<file path="src/rtl/ping_pong_pkg.sv">
// Shared encodings for the two-player, two-ball ping-pong protocol.
// The players and the umpire both use these.
package ping_pong_pkg;

    typedef enum logic {
        HIT  = 1'b0,
        IDLE = 1'b1
    } action_t;

    typedef enum logic {
        PLAYER_READY   = 1'b0,
        PLAYER_STALLED = 1'b1
    } player_status_t;

    typedef enum logic [1:0] {
        TO_A        = 2'd0,
        TO_B        = 2'd1,
        OUT_OF_PLAY = 2'd2
    } ball_status_t;

endpackage

</file>
<file path="src/rtl/ping_pong_umpire_if.sv">
// Shared action bus: the players drive it and the umpire only observes it.
interface ping_pong_umpire_if;
    import ping_pong_pkg::*;

    action_t action_a;
    action_t action_b;

    modport master (output action_a, output action_b);
    modport slave  (input  action_a, input  action_b);
endinterface

</file>
<file path="src/rtl/ping_pong_ball_tracker.sv">
// Tracks one ball. The state is registered; the next state is also exported
// so the umpire can detect when both balls go out on the same edge.
//
//  state        | meaning
//  TO_A         | ball travelling towards player A
//  TO_B         | ball travelling towards player B
//  OUT_OF_PLAY  | ball lost (absorbing)
module ping_pong_ball_tracker
    import ping_pong_pkg::*;
#(
    parameter ball_status_t INIT = TO_A
) (
    input  logic         clk,
    input  logic         rst_n,
    input  logic         hit_a,
    input  logic         hit_b,
    output ball_status_t state,
    output ball_status_t state_nxt
);

    always_comb begin
        state_nxt = OUT_OF_PLAY;
        case (state)
            TO_A:    state_nxt = hit_a ? TO_B : (hit_b ? OUT_OF_PLAY : TO_A);
            TO_B:    state_nxt = hit_b ? TO_A : (hit_a ? OUT_OF_PLAY : TO_B);
            default: state_nxt = OUT_OF_PLAY;
        endcase
    end

    always_ff @(posedge clk or negedge rst_n) begin
        if (!rst_n)
            state <= INIT;
        else
            state <= state_nxt;
    end

endmodule

</file>
<file path="src/rtl/ping_pong_umpire.sv">
// Passive umpire for the ping-pong action bus: follows both balls, counts
// legal hits and raises sticky violation flags.
module ping_pong_umpire
    import ping_pong_pkg::*;
#(
    parameter int CNT_W    = 8,
    parameter int MAX_WAIT = 15,
    parameter int WAIT_W   = 4
) (
    input  logic               clk,
    input  logic               rst_n,
    ping_pong_umpire_if.slave  bus,
    output ball_status_t       ball1_state,
    output ball_status_t       ball2_state,
    output logic [1:0]         balls_in_play,
    output logic [CNT_W-1:0]   hit_count,
    output logic               err_phantom_a,
    output logic               err_phantom_b,
    output logic               err_stall,
    output logic               err_both_out,
    output logic               err_any
);

    localparam logic [WAIT_W-1:0] WAIT_LIM = WAIT_W'(MAX_WAIT);

    logic               hit_a, hit_b;
    logic               ball_to_a, ball_to_b;
    logic               legal_a, legal_b;
    ball_status_t       ball1_nxt, ball2_nxt;
    logic [WAIT_W-1:0]  wait_a, wait_b, wait_a_nxt, wait_b_nxt;
    logic [CNT_W:0]     cnt_sum;
    logic [CNT_W-1:0]   hit_count_nxt;
    logic [1:0]         balls_in_play_nxt;

    assign hit_a = (bus.action_a == HIT);
    assign hit_b = (bus.action_b == HIT);

    ping_pong_ball_tracker #(.INIT(TO_A)) u_ball1 (
        .clk       (clk),
        .rst_n     (rst_n),
        .hit_a     (hit_a),
        .hit_b     (hit_b),
        .state     (ball1_state),
        .state_nxt (ball1_nxt)
    );

    ping_pong_ball_tracker #(.INIT(TO_B)) u_ball2 (
        .clk       (clk),
        .rst_n     (rst_n),
        .hit_a     (hit_a),
        .hit_b     (hit_b),
        .state     (ball2_state),
        .state_nxt (ball2_nxt)
    );

    assign ball_to_a = (ball1_state == TO_A) || (ball2_state == TO_A);
    assign ball_to_b = (ball1_state == TO_B) || (ball2_state == TO_B);
    assign legal_a   = hit_a && ball_to_a;
    assign legal_b   = hit_b && ball_to_b;

    // At most +2 per cycle from a value <= max, so the carry bit alone flags overflow.
    always_comb begin
        cnt_sum       = {1'b0, hit_count} + (CNT_W+1)'(legal_a) + (CNT_W+1)'(legal_b);
        hit_count_nxt = cnt_sum[CNT_W] ? '1 : cnt_sum[CNT_W-1:0];
    end

    always_comb begin
        wait_a_nxt = wait_a;
        if (hit_a || !ball_to_a)
            wait_a_nxt = '0;
        else if (wait_a != WAIT_LIM)
            wait_a_nxt = wait_a + WAIT_W'(1);
    end

    always_comb begin
        wait_b_nxt = wait_b;
        if (hit_b || !ball_to_b)
            wait_b_nxt = '0;
        else if (wait_b != WAIT_LIM)
            wait_b_nxt = wait_b + WAIT_W'(1);
    end

    assign balls_in_play_nxt = 2'(ball1_nxt != OUT_OF_PLAY) + 2'(ball2_nxt != OUT_OF_PLAY);

    always_ff @(posedge clk or negedge rst_n) begin
        if (!rst_n) begin
            balls_in_play <= 2'd2;
            hit_count     <= '0;
            wait_a        <= '0;
            wait_b        <= '0;
            err_phantom_a <= 1'b0;
            err_phantom_b <= 1'b0;
            err_stall     <= 1'b0;
            err_both_out  <= 1'b0;
        end else begin
            balls_in_play <= balls_in_play_nxt;
            hit_count     <= hit_count_nxt;
            wait_a        <= wait_a_nxt;
            wait_b        <= wait_b_nxt;
            err_phantom_a <= err_phantom_a | (hit_a && !ball_to_a);
            err_phantom_b <= err_phantom_b | (hit_b && !ball_to_b);
            err_stall     <= err_stall | (wait_a_nxt == WAIT_LIM) | (wait_b_nxt == WAIT_LIM);
            err_both_out  <= err_both_out | ((ball1_nxt == OUT_OF_PLAY) && (ball2_nxt == OUT_OF_PLAY));
        end
    end

    assign err_any = err_phantom_a | err_phantom_b | err_stall | err_both_out;

endmodule

</file>
<file path="src/flat_wrapper.sv">
// flat-port wrapper written by rule: the top's interface ports become plain ports
module ping_pong_umpire_flat import ping_pong_pkg::*;
#(
    parameter int CNT_W    = 8,
    parameter int MAX_WAIT = 15,
    parameter int WAIT_W   = 4
)
  (clk, rst_n, ball1_state, ball2_state, balls_in_play, hit_count, err_phantom_a, err_phantom_b, err_stall, err_both_out, err_any, bus_action_a, bus_action_b);
  ping_pong_umpire_if bus_i ();
  input  logic clk;
  input  logic rst_n;
  output ball_status_t ball1_state;
  output ball_status_t ball2_state;
  output logic [1:0] balls_in_play;
  output logic [CNT_W-1:0] hit_count;
  output logic err_phantom_a;
  output logic err_phantom_b;
  output logic err_stall;
  output logic err_both_out;
  output logic err_any;
  input wire logic [$bits(bus_i.action_a)-1:0] bus_action_a;
  input wire logic [$bits(bus_i.action_b)-1:0] bus_action_b;
  assign bus_i.action_a = bus_action_a;
  assign bus_i.action_b = bus_action_b;
  ping_pong_umpire #(.CNT_W(CNT_W), .MAX_WAIT(MAX_WAIT), .WAIT_W(WAIT_W)) u_core (.clk(clk), .rst_n(rst_n), .bus(bus_i), .ball1_state(ball1_state), .ball2_state(ball2_state), .balls_in_play(balls_in_play), .hit_count(hit_count), .err_phantom_a(err_phantom_a), .err_phantom_b(err_phantom_b), .err_stall(err_stall), .err_both_out(err_both_out), .err_any(err_any));
endmodule
</file>
<file path="config.mk">
export PLATFORM = sky130hd
export DESIGN_NAME = ping_pong_umpire_flat
export DESIGN_NICKNAME = d
export VERILOG_FILES = /design/src/rtl/ping_pong_pkg.sv /design/src/rtl/ping_pong_umpire_if.sv /design/src/rtl/ping_pong_ball_tracker.sv /design/src/rtl/ping_pong_umpire.sv /design/src/flat_wrapper.sv
export SDC_FILE = /design/constraint.sdc
export NUM_CORES = 1
export LEC_CHECK = 0
export CAP_MARGIN = 5
export CORE_ASPECT_RATIO = 0.75
export CORE_MARGIN = 3
export CORE_UTILIZATION = 50
export DETAILED_ROUTE_END_ITERATION = 16
export PLACE_DENSITY = 0.77
export SLEW_MARGIN = 5
export SYNTH_ARGS = -nofsm -noshare
export SYNTH_HDL_FRONTEND = slang
export SYNTH_SLANG_ARGS = --single-unit
export TNS_END_PERCENT = 5
</file>
<file path="constraint.sdc">
create_clock -name clk -period 3.05 [get_ports clk]
set_clock_uncertainty 0.15 [all_clocks]
set_input_delay 0.305 -clock clk [delete_from_list [all_inputs] [get_ports clk]]
set_output_delay 0.305 -clock clk [all_outputs]
set_load 0.02 [all_outputs]
</file>
==> impl_results.md, run 1 <==
* DP Area at 1500 sq um
* Synth Instances at 112
* Num ports at 23
* PortBufs at 22
* Distinct cell type count after synthesis at 34
* Die Area at 3090 sq um
* Routed len/inst at 14.2 microns
* Cell Rows at 14
* Crit-path max FO at 6
* Setup TNS at 0 ps
* CTS tree: built
* Final GP Congestion at 0.814
* Fraction of layout cells with a size suffix above 1 at 10.7%
* Req. time, crit path at 3100 ps
* FILL cells at 162
* Mapped Area at 1230 sq um
* Fin crit period at 2500 ps
* # DRC at 0
* Post-CTS setup buffer count at 0
* P_int at 0.498 mW
* Post-synth EDFFs at 0
* Mapped Nets at 121
* Diodes inserted at 0
* Post-route cell area at 1540 sq um
* Placeable Area at 2150 sq um
* Area delta synth->final at 25.4%
* Power Density at 445 nW/um^2
* Longest Clk Path Bufs at 2
* Dominant cell type by area after synthesis: dfrtp_1
* Power, Total at 0.685 mW
* Final WL at 2450 microns
* Final hold violations at 0
* F_max at 400 MHz
* Asr flop ratio synth at 100%
* Final Net Count at 150
* Worst-skew pair later-pin latency at 330 ps
* Fin util at 71.5%
* Drt first pass iters at 4
* Hold Buf Count CTS at 0
* First-pass GRT wire length at 4530 microns
* Critical path class: reg2reg
* Fin cells at 172
* Initial Utilization at 57.0%
* Switching power at 0.188 mW
* Dpl cells at 168
* Synth top cells by count: 24 x dfrtp_1, 13 x nor2_1, 5 x nand2_1, 5 x nand2b_1, 5 x xnor2_1
* Seq/Total Area, Yosys at 53.2%
* Tcrit/Tclk final at 82.0%
* Post-DP HPWL at 1810 microns
* Combinational share of power at 17.1%
* Startpoint Class: flip-flop
* DRT antenna net count at 0
* Initial antenna violation count at 0
* Largest net degree at the start of global routing at 27
* Vias at 927
* Power share of the clock group at 25.8%
* Least-Margin Pin Slew at 323 ps
* Post-synth top area share at 48.9%
* Vias per cell at 5.39
* DIE HEIGHT at 48.9 microns
* Grt ovf at 0
* Max Cap Viol at 0
* Clk sinks at 26
* Finish-stage setup viols at 0
* Switching Fraction at 27.4%
* Post-Syn Area per Cell at 11.0 sq um
* CP Data Arrival Time at 2550 ps
* Leading post-synthesis cells by cell area: dfrtp_1 49%, dfstp_2 4.3%, ha_1 4.1%
* Synth Register Bits at 26
* Clk pin slew, worst setup/hold paths at 140 ps
* Peak supply drop at 0.497 mV
* CTS Root Cell: clkbuf_4
* Static leakage at 0.688 nW
* Worst Setup End Kind: flip-flop
* Top_reg_cell synth: dfrtp_1
* Drt initial violations at 37
* Relative slew slack at 78.5%
* H-tree depth at 1
* Class of the worst hold path: in2async
* Sequential share of power at 57.2%
* Final Max Slew Viols at 0
* TritonCTS Buffers at 3
* RSZ-0062 raised after global routing: no
* Synth warnings at 0
* Global-route usage over all layers at 18.5%
* Vias in the first global route at 958
* Post_cts resized at 0
* Die width at 63.2 microns
* Status: finished, final reports clean
* Most common cell in the netlist: dfrtp_1
==> per-stage QoR <==
step | hold slack (ps) | setup WS (ps)
3_5_place_dp | 330 | 333
5_1_grt | 183 | 409
6_report | 167 | 548
4_1_cts | 168 | 558
2_1_floorplan | -141 | 679
3_3_place_gp | 332 | 447
==> path summary, 6_finish.rpt <==
kind | startpoint | to | slack, ps | cells after the start
worst min register to register | u_core.err_phantom_b$_DFF_PN0_ | u_core.err_phantom_b$_DFF_PN0_ | 360 | 2
worst max-delay path | u_core.u_ball2.state[1]$_DFF_PN0_ | u_core.hit_count[4]$_DFF_PN0_ | 550 | 7
min in group clk | u_core.err_phantom_b$_DFF_PN0_ | u_core.err_phantom_b$_DFF_PN0_ | 360 | 2
worst min-delay path | rst_n | u_core.wait_b[3]$_DFF_PN0_ | 170 | 2
worst max register to register | u_core.u_ball2.state[1]$_DFF_PN0_ | u_core.hit_count[4]$_DFF_PN0_ | 550 | 7
max in group asynchronous | rst_n | u_core.balls_in_play[1]$_DFF_PN1_ | 2280 | 2
==> state kept, by name, summed over array words and instances (netlist names) <==
register,count
u_core.wait_b,4
u_core.balls_in_play,2
u_core.wait_a,4
u_core.err_phantom_b,1
u_core.err_stall,1
u_core.err_phantom_a,1
u_core.err_both_out,1
u_core.u_ball2.state,2
u_core.u_ball1.state,2
u_core.hit_count,8
==> critical path, stage by stage (launching register included) <==
cell	delay [ps]
dfrtp_1	470
and2b_4	240
o21ba_2	220
fa_1	460
and4_1	270
and2_2	230
nand4_1	200
o21ai_0	150
==> metal layers <==
metal / part of all wire (%) / GRT usage (%) / up-vias / wire length [microns]
met5: 0 / 0 / - / 0
met4: 0.53 / 3.23 / 0 / 13
met3: 4.2 / 5.76 / 2 / 103
met2: 46 / 30.1 / 22 / 1130
met1: 49 / 24.6 / 451 / 1200
li1: - / - / 452 / -
==> cells in the final DEF, fill, tap and decap left out <==
| cell type | netlist | final |
|---|---|---|
| o21ai_4 | 1 | 1 |
| mux2i_1 | 2 | 2 |
| o31ai_1 | 1 | 1 |
| o22ai_1 | 1 | 1 |
| clkbuf_4 | 0 | 3 |
| a311o_1 | 1 | 1 |
| a31oi_1 | 1 | 1 |
| nor3_1 | 4 | 4 |
| and2_2 | 1 | 1 |
| or4_1 | 1 | 1 |
| o21bai_1 | 1 | 1 |
| o21ai_0 | 4 | 4 |
| nand2_1 | 5 | 5 |
| and3_1 | 2 | 2 |
| a211o_1 | 4 | 4 |
| or2_2 | 1 | 1 |
| xnor2_1 | 5 | 5 |
| nor2_1 | 13 | 13 |
| buf_4 | 0 | 2 |
| a211oi_1 | 3 | 3 |
| nor2b_1 | 4 | 4 |
| fa_1 | 1 | 1 |
| nand3_2 | 1 | 1 |
| clkdlybuf4s50_1 | 0 | 22 |
| nor4_1 | 1 | 1 |
| nand2b_1 | 5 | 5 |
| ha_1 | 4 | 4 |
| clkbuf_8 | 0 | 1 |
| inv_1 | 4 | 4 |
| nor3b_1 | 2 | 2 |
| o21ba_2 | 1 | 1 |
| dfrtp_1 | 24 | 24 |
| a21oi_1 | 3 | 3 |
| and4_1 | 1 | 1 |
| dfstp_2 | 2 | 2 |
| nand4_1 | 2 | 2 |
| nand3_1 | 4 | 4 |
| and2b_4 | 2 | 2 |
==> logic make-up (layout without fill, tap and decap cells) <==
kind of cell               Yosys count  in the layout  synth area share (%)
and+or+nand+nor                     49             49                  22.0
DFF                                 26             26                  53.2
AOI/OAI and AO/OA                   21             21                  12.7
adders and majority gates            5              5                  5.70
xor gates and xnor gates             5              5                  3.56
buffers and inverters                4             32                  1.22
muxes                                2              2                  1.63
==> area by class of cell <==
type	instances	area (sq um)	share of cell area, %
Inverter	4	15.0	0.975
Clock buffer	4	36.3	2.36
Multi-Input combinational cell	82	561	36.4
Timing Repair Buffer	24	235	15.3
Tap cell	32	40.0	2.60
Sequential cell	26	653	42.4
==> power groups by stage <==
| stage | sequential (mW) | combinational, mW | clock, mW |
|---|---|---|---|
| after global placement | 0.397 | 0.117 | 0 |
| after CTS | 0.391 | 0.120 | 0.185 |
| after detailed placement | 0.396 | 0.119 | 0 |
| after floorplan | 0.420 | 0.0244 | 0 |
| after global routing | 0.397 | 0.129 | 0.200 |
| final | 0.392 | 0.117 | 0.177 |
(Power assumes the default switching activity.)
==> run 2, diff against run 1 <==
--- a/config.mk
+++ b/config.mk
@@ -8,9 +8,9 @@
 export CAP_MARGIN = 5
 export CORE_ASPECT_RATIO = 0.75
 export CORE_MARGIN = 3
-export CORE_UTILIZATION = 50
+export CORE_UTILIZATION = 45
 export DETAILED_ROUTE_END_ITERATION = 16
-export PLACE_DENSITY = 0.77
+export PLACE_DENSITY = 0.73
 export SLEW_MARGIN = 5
 export SYNTH_ARGS = -nofsm -noshare
 export SYNTH_HDL_FRONTEND = slang
==> constraint.sdc (replaced) <==
create_clock -name clk -period 2.05 [get_ports clk]
set_clock_uncertainty 0.15 [all_clocks]
set_input_delay 0.205 -clock clk [delete_from_list [all_inputs] [get_ports clk]]
set_output_delay 0.205 -clock clk [all_outputs]
set_load 0.02 [all_outputs]
==> run 2 against run 1 <==
  * Sequential power rose by 48%
  * Cell count up 8.1%
  * Design area up 7.9%
  * Via count is 5.8% higher
  * Fmax increased by 22%
  * Critical path depth did not move
  * Wire length down 0.12%
  * Sequential share of layout area fell by 2.9 points
  * Largest power group unchanged
  * Combinational power increased by 54%
  * Highest routed layer unchanged
  * Clock power grew 41%
  * Total power grew 47%
==> impl_results.md, run 2 (synthesis results as in run 1) <==
* Status: finished, final reports clean
* Area delta synth->final at 35.2%
* Global-route usage over all layers at 15.2% (-3.2 points)
* Fraction of layout cells with a size suffix above 1 at 22.4% (+12 points)
* FILL cells at 196 (+21%)
* Vias in the first global route at 912 (-4.8%)
* Crit-path max FO at 6 (unchanged)
* DP Area at 1620 sq um (+7.7%)
* Initial Utilization at 50.4% (-6.7 points)
* Relative slew slack at 78.9% (+0.43 points)
* Largest registers: u_core.hit_count x8, u_core.wait_a x4, u_core.wait_b x4
* Final worst slack at 2.72 ps (-545 ps)
* Post-CTS setup buffer count at 0 (unchanged)
* R2R depth at 7 (unchanged)
* H-tree depth at 1 (unchanged)
* Slowest cell delay on critical path at 460 ps (about the same)
* Pre-CTS WS at -84.6 ps (-418 ps)
* Most frequent cells in the layout: 21 x clkdlybuf4s50_1, 21 x dfrtp_1, 14 x buf_4, 13 x nor2_1
* Peak supply drop at 0.581 mV (+17%)
* Worst r2r src: u_core.u_ball1.state[0]$_DFF_PN0_
* PortBufs at 22 (unchanged)
* Drt first pass iters at 4 (unchanged)
* Vias at 981 (+5.8%)
* Final WL at 2440 microns (-0.12%)
* Longest Clk Path Bufs at 2 (unchanged)
* Slowest-stage cell, CP: dfrtp_2
* Top reg by flops: u_core.hit_count
* Post-route cell area at 1660 sq um (+7.9%)
* Class of the worst hold path: in2async
* Grt ovf at 0 (unchanged)
* CP Data Arrival Time at 2090 ps (-460 ps)
* DIE HEIGHT at 51.3 microns (+4.7%)
* Hold Buf Count CTS at 0 (unchanged)
* Req. time, crit path at 2100 ps (-1000 ps)
* Clk pin slew, worst setup/hold paths at 140 ps (about the same)
* Clk sinks at 26 (unchanged)
* Max Cap Viol at 0 (unchanged)
* RSZ-0062 raised after global routing: yes
* # DRC at 0 (unchanged)
* Placeable Area at 2440 sq um (+13%)
* CTS tree: built
* Static leakage at 0.748 nW (+8.6%)
* Post-DP HPWL at 1890 microns (+4.6%)
* CTS Root Cell: clkbuf_4
* F_max at 488 MHz (+22%)
* Finish-stage setup viols at 0 (unchanged)
* Num ports at 23 (unchanged)
* Startpoint Class: flip-flop
* TritonCTS Buffers at 3 (unchanged)
* Die width at 66.3 microns (+4.9%)
* Final GP Congestion at 0.832 (+2.3%)
* Worst-skew pair later-pin latency at 310 ps (-20 ps)
* R2R setup slack at 3 ps (-550 ps)
* Critical path class: reg2reg
* Cell Rows at 15 (+1)
* First-pass GRT wire length at 3970 microns (-12%)
* Diodes inserted at 0 (unchanged)
* Drt initial violations at 50 (+35%)
* Max reg flops at 8 (unchanged)
* Die Area at 3400 sq um (+9.9%)
* Routed len/inst at 13.1 microns (-7.6%)
* R2r endpoint: u_core.hit_count[2]$_DFF_PN0_
* Worst Setup End Kind: flip-flop
* Final Net Count at 162 (+8.0%)
* Power Density at 608 nW/um^2 (+37%)
* Fin crit period at 2050 ps (-455 ps)
* Largest net degree at the start of global routing at 27 (unchanged)
* Final Max Slew Viols at 0 (unchanged)
* Initial antenna violation count at 0 (unchanged)
* CP cell instances: and2b_4 -> o21ba_4 -> fa_2 -> and4_4 -> and2_4 -> nand4_1 -> o21ai_1
* Vias per cell at 5.27 (-2.1%)
* DRT antenna net count at 0 (unchanged)
* Tcrit/Tclk final at 99.9% (+18 points)
* Final hold violations at 0 (unchanged)
* Least-Margin Pin Slew at 316 ps (-6.44 ps)
* Setup TNS at 0 ps (unchanged)
-- run 2: changes by cell type in the layout (fill, tap and decap cells not counted), moves of 3 or more --
cell / previous run / this run
buf_4: 2 / 14
dfrtp_1: 24 / 21
dfrtp_2: 0 / 3
o21ai_0: 4 / 1
o21ai_1: 0 / 3
-- run 2: critical path, delay by kind of cell, from the launching register on --
family	cells	cell delay [ps]
and+or+nand+nor	4	700
adders and majority gates	1	340
AOI/OAI and AO/OA	2	290
DFF	1	460
-- run 2: power by group --
group	internal, mW	leakage (nW)	total (mW)	switching (mW)
sequential	0.545	0.322	0.579	0.0340
combinational	0.0911	0.405	0.180	0.0888
clock	0.108	0.0210	0.250	0.142
-- run 2: what timing repair did --
action                     4_1_cts  5_1_grt
gates resized for setup          2        0
pin swaps                        2        0
setup endpoints to repair        7        6
-- run 2: worst max-delay path by stage --
stage | startpoint | endpoint | slack, ps | cells after the start
6_report | u_core.u_ball1.state[0]$_DFF_PN0_ | u_core.hit_count[2]$_DFF_PN0_ | 3 | 7
2_1_floorplan | u_core.u_ball2.state[0]$_DFF_PN1_ | u_core.hit_count[2]$_DFF_PN0_ | -90 | 7
3_3_place_gp | bus_action_b | u_core.hit_count[4]$_DFF_PN0_ | -50 | 7
4_1_cts | u_core.u_ball2.state[0]$_DFF_PN1_ | u_core.hit_count[2]$_DFF_PN0_ | -5 | 7
5_1_grt | u_core.u_ball2.state[0]$_DFF_PN1_ | u_core.hit_count[2]$_DFF_PN0_ | -90 | 7
3_5_place_dp | bus_action_b | u_core.hit_count[4]$_DFF_PN0_ | -80 | 7
-- run 2: cell type report --
| class | instances | area (sq um) | share of cell area (%) |
|---|---|---|---|
| flip-flops and latches | 26 | 657 | 39.5 |
| clock buffers | 4 | 36.3 | 2.18 |
| multi-input cells | 82 | 587 | 35.3 |
| well taps | 34 | 42.5 | 2.56 |
| inverters | 4 | 15.0 | 0.904 |
| repair buffers | 36 | 324 | 19.5 |
-- run 2: metal layers --
| layer | global-route usage [%] | vias to the layer above | share of wire [%] |
|---|---|---|---|
| met3 | 4.62 | 2 | 3.8 |
| li1 | - | 479 | - |
| met4 | 2.03 | 0 | 0.33 |
| met1 | 21.8 | 475 | 48 |
| met5 | 0 | - | 0 |
| met2 | 23.4 | 25 | 47 |
-- run 2: stage by stage --
step	instances	total power, mW	hold slack, ps	utilization (%)
finish	186	1.01	79.0	68.1
global route	186	1.06	92.9	68.1
CTS	186	1.02	85.4	68.1
detailed placement	182	0.771	349	66.4
global placement	182	0.770	340	66.4
floorplan	112	0.665	-241	-
==> run 3, diff against run 2 <==
--- a/config.mk
+++ b/config.mk
@@ -8,9 +8,9 @@
 export CAP_MARGIN = 5
 export CORE_ASPECT_RATIO = 0.75
 export CORE_MARGIN = 3
-export CORE_UTILIZATION = 45
+export CORE_UTILIZATION = 50
 export DETAILED_ROUTE_END_ITERATION = 16
-export PLACE_DENSITY = 0.73
+export PLACE_DENSITY = 0.77
 export SLEW_MARGIN = 5
 export SYNTH_ARGS = -nofsm -noshare
 export SYNTH_HDL_FRONTEND = slang
==> constraint.sdc (replaced) <==
create_clock -name clk -period 2.16 [get_ports clk]
set_clock_uncertainty 0.15 [all_clocks]
set_input_delay 0.216 -clock clk [delete_from_list [all_inputs] [get_ports clk]]
set_output_delay 0.216 -clock clk [all_outputs]
set_load 0.02 [all_outputs]
==> run 3 against run 2 <==
  * Fmax shrank 3.8%
  * Non-clock buffer count shrank 3
  * Sequential power shrank 4.8%
  * Total power grew 4.1%
  * Sequential share of layout area is essentially flat
  * Flip-flop and latch count is the same
==> impl_results.md, run 3 (synthesis results as in run 1) <==
* RSZ-0062 raised after global routing: yes
* H-tree depth at 1 (unchanged)
* DRT antenna net count at 0 (unchanged)
* CTS Root Cell: clkbuf_4
* Commonest non-fill, non-tap cell in the layout: dfrtp_1
* Clk pin slew, worst setup/hold paths at 150 ps (about the same)
* Die Area at 3090 sq um (-9.0%)
* Final hold violations at 0 (unchanged)
* Vias per cell at 5.34 (+1.3%)
* Vias in the first global route at 995 (+9.1%)
* Area delta synth->final at 35.3% (about the same)
* Largest net degree at the start of global routing at 27 (unchanged)
* Cell Rows at 14 (-1)
* Worst-skew pair later-pin latency at 330 ps (+20 ps)
* Final Net Count at 159 (-1.9%)
* Hold Buf Count CTS at 0 (unchanged)
* # DRC at 0 (unchanged)
* Most frequent cells in the layout: 21 x dfrtp_1, 20 x clkdlybuf4s50_1, 13 x nor2_1, 11 x buf_4
* DIE HEIGHT at 48.9 microns (-4.5%)
* Tcrit/Tclk final at 98.5% (-1.4 points)
* Fin cells at 181 (-2.7%)
* Final Max Slew Viols at 0 (unchanged)
* F_max at 470 MHz (-3.8%)
* Initial Utilization at 57.0% (+6.7 points)
* CTS tree: built
* Least-Margin Pin Slew at 318 ps (+1.53 ps)
* TritonCTS Buffers at 3 (unchanged)
* Clk sinks at 26 (unchanged)
* Longest Clk Path Bufs at 2 (unchanged)
* Routed len/inst at 14.7 microns (+12%)
* Diodes inserted at 0 (unchanged)
* Max Cap Viol at 0 (unchanged)
* Fin util at 77.2% (+9.1 points)
* Class of the worst hold path: in2async
* Largest registers: u_core.hit_count x8, u_core.wait_a x4, u_core.wait_b x4
* Static leakage at 0.758 nW (+1.4%)
* CP Data Arrival Time at 2180 ps (+90 ps)
* Global-route usage over all layers at 19.0% (+3.8 points)
* Setup TNS at 0 ps (unchanged)
* Power Density at 632 nW/um^2 (+4.1%)
* Fin crit period at 2130 ps (+80.0 ps)
* Pre-CTS WS at 1.79 ps (+86.4 ps)
* Finish-stage setup viols at 0 (unchanged)
* Die width at 63.2 microns (-4.7%)
* Drt first pass iters at 4 (unchanged)
* Final GP Congestion at 0.822 (-1.2%)
* Drt initial violations at 60 (+20%)
* Peak supply drop at 0.600 mV (+3.3%)
* Top reg by flops: u_core.hit_count
* Placeable Area at 2150 sq um (-12%)
* Power, Total at 1.05 mW (+4.1%)
* Grt ovf at 0 (unchanged)
* Final WL at 2660 microns (+9.1%)
* Dpl cells at 173 (-4.9%)
* R2R setup slack at 30 ps (+30 ps)
* Startpoint Class: flip-flop
* R2R depth at 7 (unchanged)
* Post-DP HPWL at 1910 microns (+1.2%)
* Worst r2r src: u_core.u_ball1.state[1]$_DFF_PN0_
* Worst Setup End Kind: flip-flop
* First-pass GRT wire length at 4750 microns (+20%)
* Critical path class: reg2reg
* Fraction of layout cells with a size suffix above 1 at 20.8% (-1.6 points)
* Num ports at 23 (unchanged)
* Initial antenna violation count at 0 (unchanged)
* Vias at 967 (-1.4%)
* Status: finished, final reports clean
* Relative slew slack at 78.8% (-0.10 points)
* R2r endpoint: u_core.hit_count[3]$_DFF_PN0_
* Max reg flops at 8 (unchanged)
* Crit-path max FO at 6 (unchanged)
* PortBufs at 22 (unchanged)
* Req. time, crit path at 2210 ps (+110 ps)
* Final worst slack at 32.7 ps (+30.0 ps)
==> run 3: worst max-delay path, cell delays in order, from the launching register on <==
cell and delay [ps]:
dfrtp_2 450, and2b_4 220, o21ba_4 220, fa_2 350, and4_4 160, and2_4 170, nand4_1 180, o21ai_1 100
==> run 3: how the worst max path moves through the flow <==
stage	from	end	slack, ps
6_report	u_core.u_ball1.state[1]$_DFF_PN0_	u_core.hit_count[3]$_DFF_PN0_	30
5_1_grt	u_core.u_ball2.state[0]$_DFF_PN1_	u_core.hit_count[3]$_DFF_PN0_	-90
4_1_cts	u_core.u_ball2.state[0]$_DFF_PN1_	u_core.hit_count[0]$_DFF_PN0_	0.2
3_5_place_dp	bus_action_b	u_core.hit_count[4]$_DFF_PN0_	2
3_3_place_gp	bus_action_b	u_core.hit_count[4]$_DFF_PN0_	50
2_1_floorplan	u_core.u_ball2.state[0]$_DFF_PN1_	u_core.hit_count[2]$_DFF_PN0_	20
==> run 3: what timing repair did <==
action / CTS / global route
resized for setup: 2 / 2
cloned: 0 / 0
pin swaps: 1 / 4
endpoints found under the setup margin: 4 / 7
setup buffers: 0 / 4
==> run 3: through the flow <==
stage	hold slack, ps	cell area (sq um)
final	70.0	1660
after global routing	86.6	1660
after CTS	77.7	1620
after detailed placement	344	1570
after global placement	343	1570
after floorplan	-230	1250
==> run 3: report_power, final <==
group          switching, mW  internal, mW
sequential            0.0339         0.518
clock                  0.144         0.188
combinational         0.0837        0.0837
==> run 3: final cells by class <==
cell class                 instances  area, sq um
tap                               32         40.0
clock buffer                       3         22.5
timing repair buffer              33          304
clock inverter                     1         30.0
fill                             148          492
multi-input combinational         82          594
inverter                           4         15.0
sequential                        26          657
==> run 3: per-layer routing <==
metal	part of all wire, %	wire length (microns)	vias to the layer above	track usage [%]
met5	0	0	-	0
met4	0.49	13	0	3.23
met3	4.9	130	2	4.84
met2	47	1250	24	30.3
met1	48	1270	465	26.7
li1	-	-	476	-
